File: config.mk
export PLATFORM = sky130hd
export DESIGN_NAME = rr_priority_encoder_flat
export DESIGN_NICKNAME = d
export VERILOG_FILES = /design/src/rtl/rr_priority_encoder_if.sv /design/src/rtl/rr_priority_encoder.sv /design/src/flat_wrapper.sv
export SDC_FILE = /design/constraint.sdc
export NUM_CORES = 1
export LEC_CHECK = 0
export CORE_MARGIN = 1
export CORE_UTILIZATION = 43
export DETAILED_ROUTE_END_ITERATION = 12
export PLACE_DENSITY = 0.81
export SKIP_LAST_GASP = 1
export SYNTH_ARGS = -nofsm -noshare
export SYNTH_HDL_FRONTEND = slang
export SYNTH_SLANG_ARGS = --single-unit
File: constraint.sdc
create_clock -name clk -period 6.4 [get_ports clk]
set_clock_uncertainty 0.15 [all_clocks]
set_input_delay 1.92 -clock clk [delete_from_list [all_inputs] [get_ports clk]]
set_output_delay 1.92 -clock clk [all_outputs]
set_load 0.005 [all_outputs]
File: src/rtl/rr_priority_encoder_if.sv
// Request/grant bundle for rr_priority_encoder: request side, result side and block enable.
interface rr_priority_encoder_if #(
  parameter int unsigned WIDTH = 8
);
  localparam int unsigned IdxW = $clog2(WIDTH);

  logic             enable;
  logic [WIDTH-1:0] in;
  logic             in_valid;
  logic             in_ready;
  logic [IdxW-1:0]  out;
  logic [WIDTH-1:0] out_onehot;
  logic             out_valid;
  logic             out_ready;
  logic             multi;
  logic             zero_drop;

  // Driver of requests and consumer of results.
  modport master (
    output enable, in, in_valid, out_ready,
    input  in_ready, out, out_onehot, out_valid, multi, zero_drop
  );

  // The encoder itself.
  modport slave (
    input  enable, in, in_valid, out_ready,
    output in_ready, out, out_onehot, out_valid, multi, zero_drop
  );
endinterface

File: src/rtl/rr_priority_encoder.sv
// Registered priority encoder: picks one set bit of an arbitrary request vector by fixed
// (lowest index) or round-robin priority and returns it as index + one-hot behind a
// single valid/ready output stage.
module rr_priority_encoder #(
  parameter int unsigned WIDTH   = 8,
  parameter int unsigned RR_MODE = 0
) (
  input logic                  clk,
  input logic                  reset,
  rr_priority_encoder_if.slave bus
);
  localparam int unsigned IdxW = $clog2(WIDTH);

  logic [IdxW-1:0]  r_out;
  logic [WIDTH-1:0] r_onehot;
  logic             r_out_valid;
  logic             r_multi;
  logic             r_zero_drop;
  logic [IdxW-1:0]  r_ptr;

  logic             w_in_ready;
  logic             w_accept;
  logic             w_nonzero;
  logic             w_multi;
  logic [IdxW-1:0]  w_fixed_idx;
  logic [IdxW-1:0]  w_rr_idx;
  logic             w_rr_found;
  logic [IdxW-1:0]  w_win_idx;
  logic [WIDTH-1:0] w_win_onehot;
  logic [IdxW-1:0]  w_next_ptr;
  int unsigned      v_pos;

  // Ready never looks at in_valid, so upstream may wait for it before asserting valid.
  assign w_in_ready = bus.enable & (~r_out_valid | bus.out_ready);
  assign w_accept   = bus.in_valid & w_in_ready;
  assign w_nonzero  = |bus.in;
  // Clearing the lowest set bit leaves something only if two or more bits were set.
  assign w_multi    = |(bus.in & (bus.in - WIDTH'(1)));

  // Fixed priority: scan downward so the lowest set index is the last one written.
  always_comb begin
    w_fixed_idx = '0;
    for (int i = int'(WIDTH) - 1; i >= 0; i--) begin
      if (((bus.in >> i) & WIDTH'(1)) != '0) begin
        w_fixed_idx = IdxW'(i);
      end
    end
  end

  // Round-robin: first set bit at or above ptr, wrapping at WIDTH-1 (not at 2^IdxW-1).
  always_comb begin
    w_rr_idx   = '0;
    w_rr_found = 1'b0;
    v_pos      = 0;
    for (int unsigned k = 0; k < WIDTH; k++) begin
      v_pos = 32'(r_ptr) + k;
      if (v_pos >= WIDTH) begin
        v_pos = v_pos - WIDTH;
      end
      if (!w_rr_found && (((bus.in >> v_pos) & WIDTH'(1)) != '0)) begin
        w_rr_found = 1'b1;
        w_rr_idx   = IdxW'(v_pos);
      end
    end
  end

  // Winner select and pointer successor (winner + 1 mod WIDTH).
  always_comb begin
    w_win_idx    = (RR_MODE != 0) ? w_rr_idx : w_fixed_idx;
    w_win_onehot = WIDTH'(1) << w_win_idx;
    if (w_win_idx == IdxW'(WIDTH - 1)) begin
      w_next_ptr = '0;
    end else begin
      w_next_ptr = w_win_idx + IdxW'(1);
    end
  end

  // Output stage, zero-drop pulse and round-robin pointer.
  always_ff @(posedge clk) begin
    if (reset) begin
      r_out       <= '0;
      r_onehot    <= '0;
      r_out_valid <= 1'b0;
      r_multi     <= 1'b0;
      r_zero_drop <= 1'b0;
      r_ptr       <= '0;
    end else begin
      r_zero_drop <= w_accept & ~w_nonzero;
      if (w_accept && w_nonzero) begin
        r_out       <= w_win_idx;
        r_onehot    <= w_win_onehot;
        r_multi     <= w_multi;
        r_out_valid <= 1'b1;
        if (RR_MODE != 0) begin
          r_ptr <= w_next_ptr;
        end
      end else if (r_out_valid && bus.out_ready) begin
        // Covers a plain drain and a zero vector accepted in the same cycle.
        r_out_valid <= 1'b0;
      end
    end
  end

  assign bus.in_ready   = w_in_ready;
  assign bus.out        = r_out;
  assign bus.out_onehot = r_onehot;
  assign bus.out_valid  = r_out_valid;
  assign bus.multi      = r_multi;
  assign bus.zero_drop  = r_zero_drop;
endmodule

File: src/flat_wrapper.sv
// flat-port wrapper written by rule: the top's interface ports become plain ports
module rr_priority_encoder_flat 
#(
  parameter int unsigned WIDTH   = 8,
  parameter int unsigned RR_MODE = 0
)
  (clk, reset, bus_enable, bus_in, bus_in_valid, bus_out_ready, bus_in_ready, bus_out, bus_out_onehot, bus_out_valid, bus_multi, bus_zero_drop);
  rr_priority_encoder_if #(.WIDTH(WIDTH)) bus_i ();
  input logic clk;
  input logic reset;
  input wire logic [$bits(bus_i.enable)-1:0] bus_enable;
  input wire logic [$bits(bus_i.in)-1:0] bus_in;
  input wire logic [$bits(bus_i.in_valid)-1:0] bus_in_valid;
  input wire logic [$bits(bus_i.out_ready)-1:0] bus_out_ready;
  output wire logic [$bits(bus_i.in_ready)-1:0] bus_in_ready;
  output wire logic [$bits(bus_i.out)-1:0] bus_out;
  output wire logic [$bits(bus_i.out_onehot)-1:0] bus_out_onehot;
  output wire logic [$bits(bus_i.out_valid)-1:0] bus_out_valid;
  output wire logic [$bits(bus_i.multi)-1:0] bus_multi;
  output wire logic [$bits(bus_i.zero_drop)-1:0] bus_zero_drop;
  assign bus_i.enable = bus_enable;
  assign bus_i.in = bus_in;
  assign bus_i.in_valid = bus_in_valid;
  assign bus_i.out_ready = bus_out_ready;
  assign bus_in_ready = bus_i.in_ready;
  assign bus_out = bus_i.out;
  assign bus_out_onehot = bus_i.out_onehot;
  assign bus_out_valid = bus_i.out_valid;
  assign bus_multi = bus_i.multi;
  assign bus_zero_drop = bus_i.zero_drop;
  rr_priority_encoder #(.WIDTH(WIDTH), .RR_MODE(RR_MODE)) u_core (.clk(clk), .reset(reset), .bus(bus_i));
endmodule
**Yosys cells after proc, flatten, opt, wreduce, memory -nomap -nowiden**

Index checks and enable logic that the tools add are counted.

- Bits in registers: 14
- Bits of input ports: 13
- ROM bits: 0
- RAM bits: 0
- Memories kept: 0
- Bits in latches: 0
- Word-level logic and storage cells: 29
- Output and inout bits: 15

- Mux-type cells: 10
- Equality and inequality tests: 0
- Add/subtract/negate cells: 1
- Order comparisons: 0
- Shifts and indexed selects: 1
- Bitwise logic cells: 7
- Divide/modulo/power cells: 0
- Reductions and logical operators: 5
- Multiply operators: 0

Operator list:

| operator | number |
|---|---|
| two-way mux 3 bit | 8 |
| OR reduction 8 bit | 2 |
| AND 8 bit | 1 |
| left shift 1 x 3 -> 8 bit, first input constant | 1 |
| subtractor 8 x 1 -> 8 bit, second input constant | 1 |
| AND 1 bit | 3 |
| logical AND 1 bit | 2 |
| two-way mux 1 bit | 2 |
| NOT 1 bit | 2 |
| nonzero test 2 bit | 1 |
| OR 1 bit | 1 |

**Logic depth before layout (Yosys ltp)**

Gate-level depths: netlist of the first run.

- Depth after elaboration: 9
- Mapped depth: 6
- Depth with buffers taken out: 5

**Least setup slack after synthesis of the first run**

No wires, ideal clock.

- Path type: in2out
- Start point: input port bus_out_ready
- End point: output port bus_in_ready
- Path buffers: 0
- Path slack: 2.111 ns
- Stages: 2
- Arrival: 2.219 ns
- Data required time: 4.330 ns
- Cells stage by stage: nand2b_1 -> and2_1

- Longest elaborated chain between the ends: 2

RTL lines:

| item | RTL line | source |
|---|---|---|
| start, declared | flat_wrapper.sv:14 | `input wire logic [$bits(bus_i.out_ready)-1:0] bus_out_ready;` |
| OR 1 bit | rr_priority_encoder.sv:34 | `assign w_in_ready = bus.enable & (~r_out_valid \| bus.out_ready);` |
| AND 1 bit | rr_priority_encoder.sv:34 |  |
| end, declared | flat_wrapper.sv:15 | `output wire logic [$bits(bus_i.in_ready)-1:0] bus_in_ready;` |

Every way passes these cells.

**Final worst setup path of the first run**

Ends and elaborated chain as after synthesis.

==> results of run 1 <==
worst max-delay path, stage by stage:
cell             delay [ps]
clkdlybuf4s50_1         440
nand2b_1                130
and2_1                  140
clkdlybuf4s50_1         490
cell families after synthesis:
logic type               Yosys count  synth area share (%)
adder cells (fa/ha/maj)            1                  1.53
AO/OA/AOI/OAI                     23                  27.0
buffers and inverters              5                  4.02
AND/OR/NAND/NOR                   28                  24.5
flip-flops                        14                  42.9
power groups by stage:
stage | Combinational [mW] | Clock (mW) | Sequential, mW
floorplan | 0.0133 | 0 | 0.0928
CTS | 0.0309 | 0.0497 | 0.0906
global route | 0.0334 | 0.0537 | 0.0908
global placement | 0.0302 | 0 | 0.0925
detailed placement | 0.0306 | 0 | 0.0926
finish | 0.0312 | 0.0496 | 0.0905
placed cells by master, fill, tap and decap left out:
| cell | Yosys | routed |
|---|---|---|
| or2_1 | 1 | 1 |
| nor2b_1 | 1 | 1 |
| nor3b_1 | 1 | 1 |
| o311ai_0 | 1 | 1 |
| clkdlybuf4s50_1 | 0 | 27 |
| a22o_2 | 4 | 4 |
| nor4_1 | 1 | 1 |
| a211oi_1 | 1 | 1 |
| inv_1 | 2 | 2 |
| and2_1 | 1 | 1 |
| a22oi_1 | 1 | 1 |
| nand3b_1 | 1 | 1 |
| o31ai_1 | 2 | 2 |
| o21ai_0 | 1 | 1 |
| nand4b_1 | 1 | 1 |
| maj3_1 | 1 | 1 |
| a21o_2 | 1 | 1 |
| o21bai_1 | 1 | 1 |
| nand3_1 | 1 | 1 |
| dfxtp_1 | 14 | 14 |
| o41ai_1 | 1 | 1 |
| or4_4 | 1 | 1 |
| nor3_1 | 2 | 2 |
| nand2b_1 | 1 | 1 |
| clkbuf_4 | 0 | 3 |
| a21oi_1 | 6 | 6 |
| a311oi_1 | 1 | 1 |
| nand2_1 | 3 | 3 |
| and2_4 | 1 | 1 |
| nor2_1 | 9 | 9 |
| or4_1 | 1 | 1 |
| a32oi_1 | 2 | 2 |
| nor2_4 | 1 | 1 |
| and3_1 | 1 | 1 |
| a2111o_1 | 1 | 1 |
metrics by stage:
step | util, % | hold slack, ps
floorplan | - | 298
global placement | 68.4 | 295
detailed placement | 68.4 | 305
CTS | 70.1 | 315
global route | 70.1 | 346
finish | 70.1 | 314
path summary, 6_finish.rpt:
kind | to | cells past startpoint | slack (ps) | from
worst min register to register | u_core.bus.out[1] | 2 | 310 | u_core.bus.out[1]
worst max register to register | u_core.bus.out_onehot[6] | 5 | 4640 | u_core.bus.out_valid
worst max-delay path | bus_in_ready | 4 | 1200 | bus_out_ready
worst min-delay path | u_core.bus.out[1] | 2 | 310 | u_core.bus.out[1]
final cells by class:
| type | instances | area (um^2) | share of cell area, % |
|---|---|---|---|
| multi-input combinational | 52 | 347 | 36.6 |
| sequential | 14 | 280 | 29.6 |
| inverter | 2 | 7.51 | 0.794 |
| tap | 15 | 18.8 | 1.98 |
| timing repair buffer | 27 | 270 | 28.6 |
| clock buffer | 3 | 22.5 | 2.38 |
flip-flops by register name, indices dropped and copies added (netlist names):
register               flops
u_core.bus.out_onehot      8
u_core.bus.out             3
u_core.bus.multi           1
u_core.bus.out_valid       1
u_core.bus.zero_drop       1
layer usage:
metal | vias to the layer above | track usage (%) | part of all wire [%] | routed length [um]
li1 | 325 | - | - | -
met1 | 297 | 26.2 | 44 | 691
met2 | 34 | 34.4 | 48 | 757
met3 | 6 | 3.26 | 6.6 | 105
met4 | 0 | 12.5 | 2.1 | 34
met5 | - | 0 | 0 | 0
==> reports/results.txt, run 1 <==
max cap viols - 0
Vias - 662
Mapped Avg Cell Area - 9.20 um^2
switch share - 25.3%
FMAX - 0.192 GHz
top-count cell post-synth - dfxtp_1
setup TNS - 0 ps
first-pass detailed-route iteration total - 4
DP Cell Count - 110
Post-synth top flop - dfxtp_1
Yosys reg bits - 14
global-route usage over all layers - 21.2%
Area growth syn-to-layout - 44.8%
total core area - 1350 um^2
Slew Limit Fails - 0
worst vdd ir - 109 uV
leak pwr - 0.333 nW
Final Wtd Congestion - 0.772
largest net degree at the start of global routing - 14
Clock power frac - 28.9%
distinct cell type count after synthesis - 35
Post-synth top cells - 14 x dfxtp_1, 9 x nor2_1, 6 x a21oi_1
vias in the first global route - 529
Final Hold Viols - 0
effective utilization at floorplan - 48.4%
Iter 0 DRT Violations - 25
Cell Area, Synth - 653 um^2
crit-path max FO - 3
CTS H-tree depth - 1
syn_nets - 84
Avg WL per Cell - 14.1 um
initial antenna violation count - 0
Die Area - 1680 um^2
final wirelength - 1590 um
Mapped Cells - 71
post-route minimum period - 5200 ps
Synth area leaders - dfxtp_1 43%, a22o_2 6.1%, nor2_1 5.2%
Reg clk slew, reported paths - 80 ps
ant diodes - 0
CTS max path bufs - 2
Num CTS Buffers - 3
Tcrit/Tclk final - 81.3%
global route overflow - 0
Resized Gates After CTS - 0
Flop pwr share - 52.9%
Syn. warnings - 0
EDFF count, synth - 0
Post-Place Worst Slack - 1190 ps
Skew-Pair Late Insertion Delay - 280 ps
Arr. time, crit path - 3130 ps
final setup fails - 0
I/O pin count - 28
cell internal pwr - 128 uW
Yosys top cell area share - 42.9%
CTS Root Cell - clkbuf_4
filler instances - 108
via/cell ratio - 5.86
Power, Total - 171 uW
Die X - 41.0 um
Die Span Y - 41.0 um
Hold Path Class - reg2reg
Critical Path Start Type - primary input
# DRC - 0
Finished Cell Area - 946 um^2
register area share after synthesis - 42.9%
kind of critical path - in2out
CP required - 4330 ps
share of layout cells above drive strength 1 - 11.2%
fin cells - 113
run status - finished, final reports clean
CTS sink count - 14
combinational power share - 18.2%
Port-buffer cells - 27
CTS tree - done
Layout Nets - 113
fin worst setup slack - 1200 ps
Setup crit end kind - output port
setup bufs post-CTS - 0
hold buffers post-CTS - 0
Area after DPL - 923 um^2
first-pass GRT wire length - 2280 um
Core Rows - 13
Cell Pwr Density - 181 nW/um^2
DP HPWL - 1110 um
RSZ-0062 raised after global routing - no
Net Sw Power - 43.3 uW
Async S/R FF share, synth - 0%
area leader, netlist - dfxtp_1
Antenna Nets Post-Route - 0
worst slew pin tran - 524 ps
Slew HR - 64.9%
Note: power is estimated with default switching activity, not from simulation.
==> inputs of run 2 (changes only) <==
Settings changed: CORE_UTILIZATION 43 to 40, PLACE_DENSITY 0.81 to 0.76.
Clock period 6.4 ns to 5.1 ns, I/O delays scaled along.
==> reports/results.txt, run 2 (synthesized netlist as in run 1, its figures left out) <==
run status - finished, final reports clean
Power, Total - 232 uW (+36%)
Slew Limit Fails - 0 (unchanged)
max cap viols - 0 (unchanged)
worst slew pin tran - 514 ps (-9.72 ps)
DP HPWL - 1170 um (+5.1%)
kind of critical path - in2out
CP most frequent cell - clkdlybuf4s50_1
Tcrit/Tclk final - 86.7%
largest net degree at the start of global routing - 14 (unchanged)
setup TNS - 0 ps (unchanged)
fin worst setup slack - 677 ps (-522 ps)
Reg clk slew, reported paths - 80 ps (about the same)
total core area - 1520 um^2 (+13%)
final wirelength - 1560 um (-2.1%)
Buf/Inv on CP - 2 (unchanged)
WHS - 308 ps (-5.84 ps)
Core Rows - 14 (+1)
Arr. time, crit path - 2740 ps (-390 ps)
final setup fails - 0 (unchanged)
post-route minimum period - 4420 ps
global route overflow - 0 (unchanged)
first-pass GRT wire length - 2390 um (+4.9%)
Die Area - 1800 um^2 (+7.1%)
share of layout cells above drive strength 1 - 12.1% (+0.90 points)
fin cells - 115 (+1.8%)
Antenna Nets Post-Route - 0 (unchanged)
Cell Pwr Density - 242 nW/um^2 (+34%)
CP required - 3420 ps (-910 ps)
via/cell ratio - 5.55 (-5.3%)
CTS Root Cell - clkbuf_4
post-layout util - 63.1% (-7.0 points)
Resized Gates After CTS - 0 (unchanged)
Num CTS Buffers - 3 (unchanged)
Crit path largest cell delay - 500 ps (about the same)
CTS tree - done
Slowest cell on crit path - clkdlybuf4s50_1
RSZ-0062 raised after global routing - no
most frequent cells in the layout - 27 x clkdlybuf4s50_1, 14 x dfxtp_1, 9 x nor2_1
leak pwr - 0.340 nW (+2.2%)
Avg WL per Cell - 13.5 um (-3.8%)
ant diodes - 0 (unchanged)
crit-path max FO - 3 (unchanged)
Area after DPL - 925 um^2 (+0.14%)
global-route usage over all layers - 17.9% (-3.4 points)
register-to-register setup slack - 3450 ps (-1190 ps)
Layout Nets - 113 (unchanged)
crit path cell chain - clkdlybuf4s50_1 > nand2b_1 > and2_1 > clkdlybuf4s50_1
Port-buffer cells - 27 (unchanged)
I/O pin count - 28 (unchanged)
first-pass detailed-route iteration total - 4 (unchanged)
vias in the first global route - 562 (+6.2%)
max reg flops - 8 (unchanged)
setup bufs post-CTS - 0 (unchanged)
FMAX - 0.226 GHz
Iter 0 DRT Violations - 15 (-40%)
Area growth syn-to-layout - 47.1%
Finished Cell Area - 961 um^2 (+1.6%)
worst vdd ir - 188 uV (+72%)
hold buffers post-CTS - 0 (unchanged)
Die Span Y - 42.4 um (+3.5%)
Post-Place Worst Slack - 672 ps (-519 ps)
most common cell after layout, fill and taps aside - clkdlybuf4s50_1
CTS max path bufs - 2 (unchanged)
initial antenna violation count - 0 (unchanged)
DP Cell Count - 111 (+0.91%)
cell family with most CP delay - buffers and inverters
CTS H-tree depth - 1 (unchanged)
# DRC - 0 (unchanged)
Vias - 638 (-3.6%)
effective utilization at floorplan - 42.9% (-5.5 points)
Setup crit end kind - output port
CTS sink count - 14 (unchanged)
Skew-Pair Late Insertion Delay - 280 ps (about the same)
Final Wtd Congestion - 0.819 (+6.1%)
Final Hold Viols - 0 (unchanged)
Slew HR - 65.6% (+0.65 points)
Die X - 42.4 um (+3.5%)
Critical Path Start Type - primary input
Hold Path Class - reg2reg
==> run 2: cell count changes in the layout (fill, tap and decap cells not counted), sizes merged <==
cell,previous run,this run
clkbuf,3,4
==> run 2: final timing paths <==
path,cells past startpoint,from,to
setup / recovery,4,bus_out_ready,bus_in_ready
hold / removal,2,u_core.bus.out[1],u_core.bus.out[1]
setup reg to reg,4,u_core.bus.out_valid,u_core.bus.out[0]
hold reg to reg,2,u_core.bus.out[1],u_core.bus.out[1]
==> run 2: cell type report <==
cell class                 instances  area, um^2
clock buffer                       4        36.3
fill                             140         563
inverter                           2        7.51
multi-input combinational         52         347
sequential                        14         280
tap                               16        20.0
timing repair buffer              27         270
==> run 2: layer usage <==
layer	wire (um)	track usage [%]	up-vias
met3	78	7.76	2
met1	703	22.3	298
li1	-	-	325
met4	10	4.38	0
met5	0	0	-
met2	763	28.3	13
==> run 2: power breakdown <==
group / internal (mW) / switching (mW)
Clock: 0.0435 / 0.0364
Sequential: 0.112 / 0.00132
Combinational: 0.0210 / 0.0181
Total: 0.177 / 0.0558
==> run 2: worst reg2reg max path: stages (launching register included) <==
cell and delay, ps:
dfxtp_1 320, nand2b_1 100, and3_1 360, nand2_1 260
o41ai_1 360
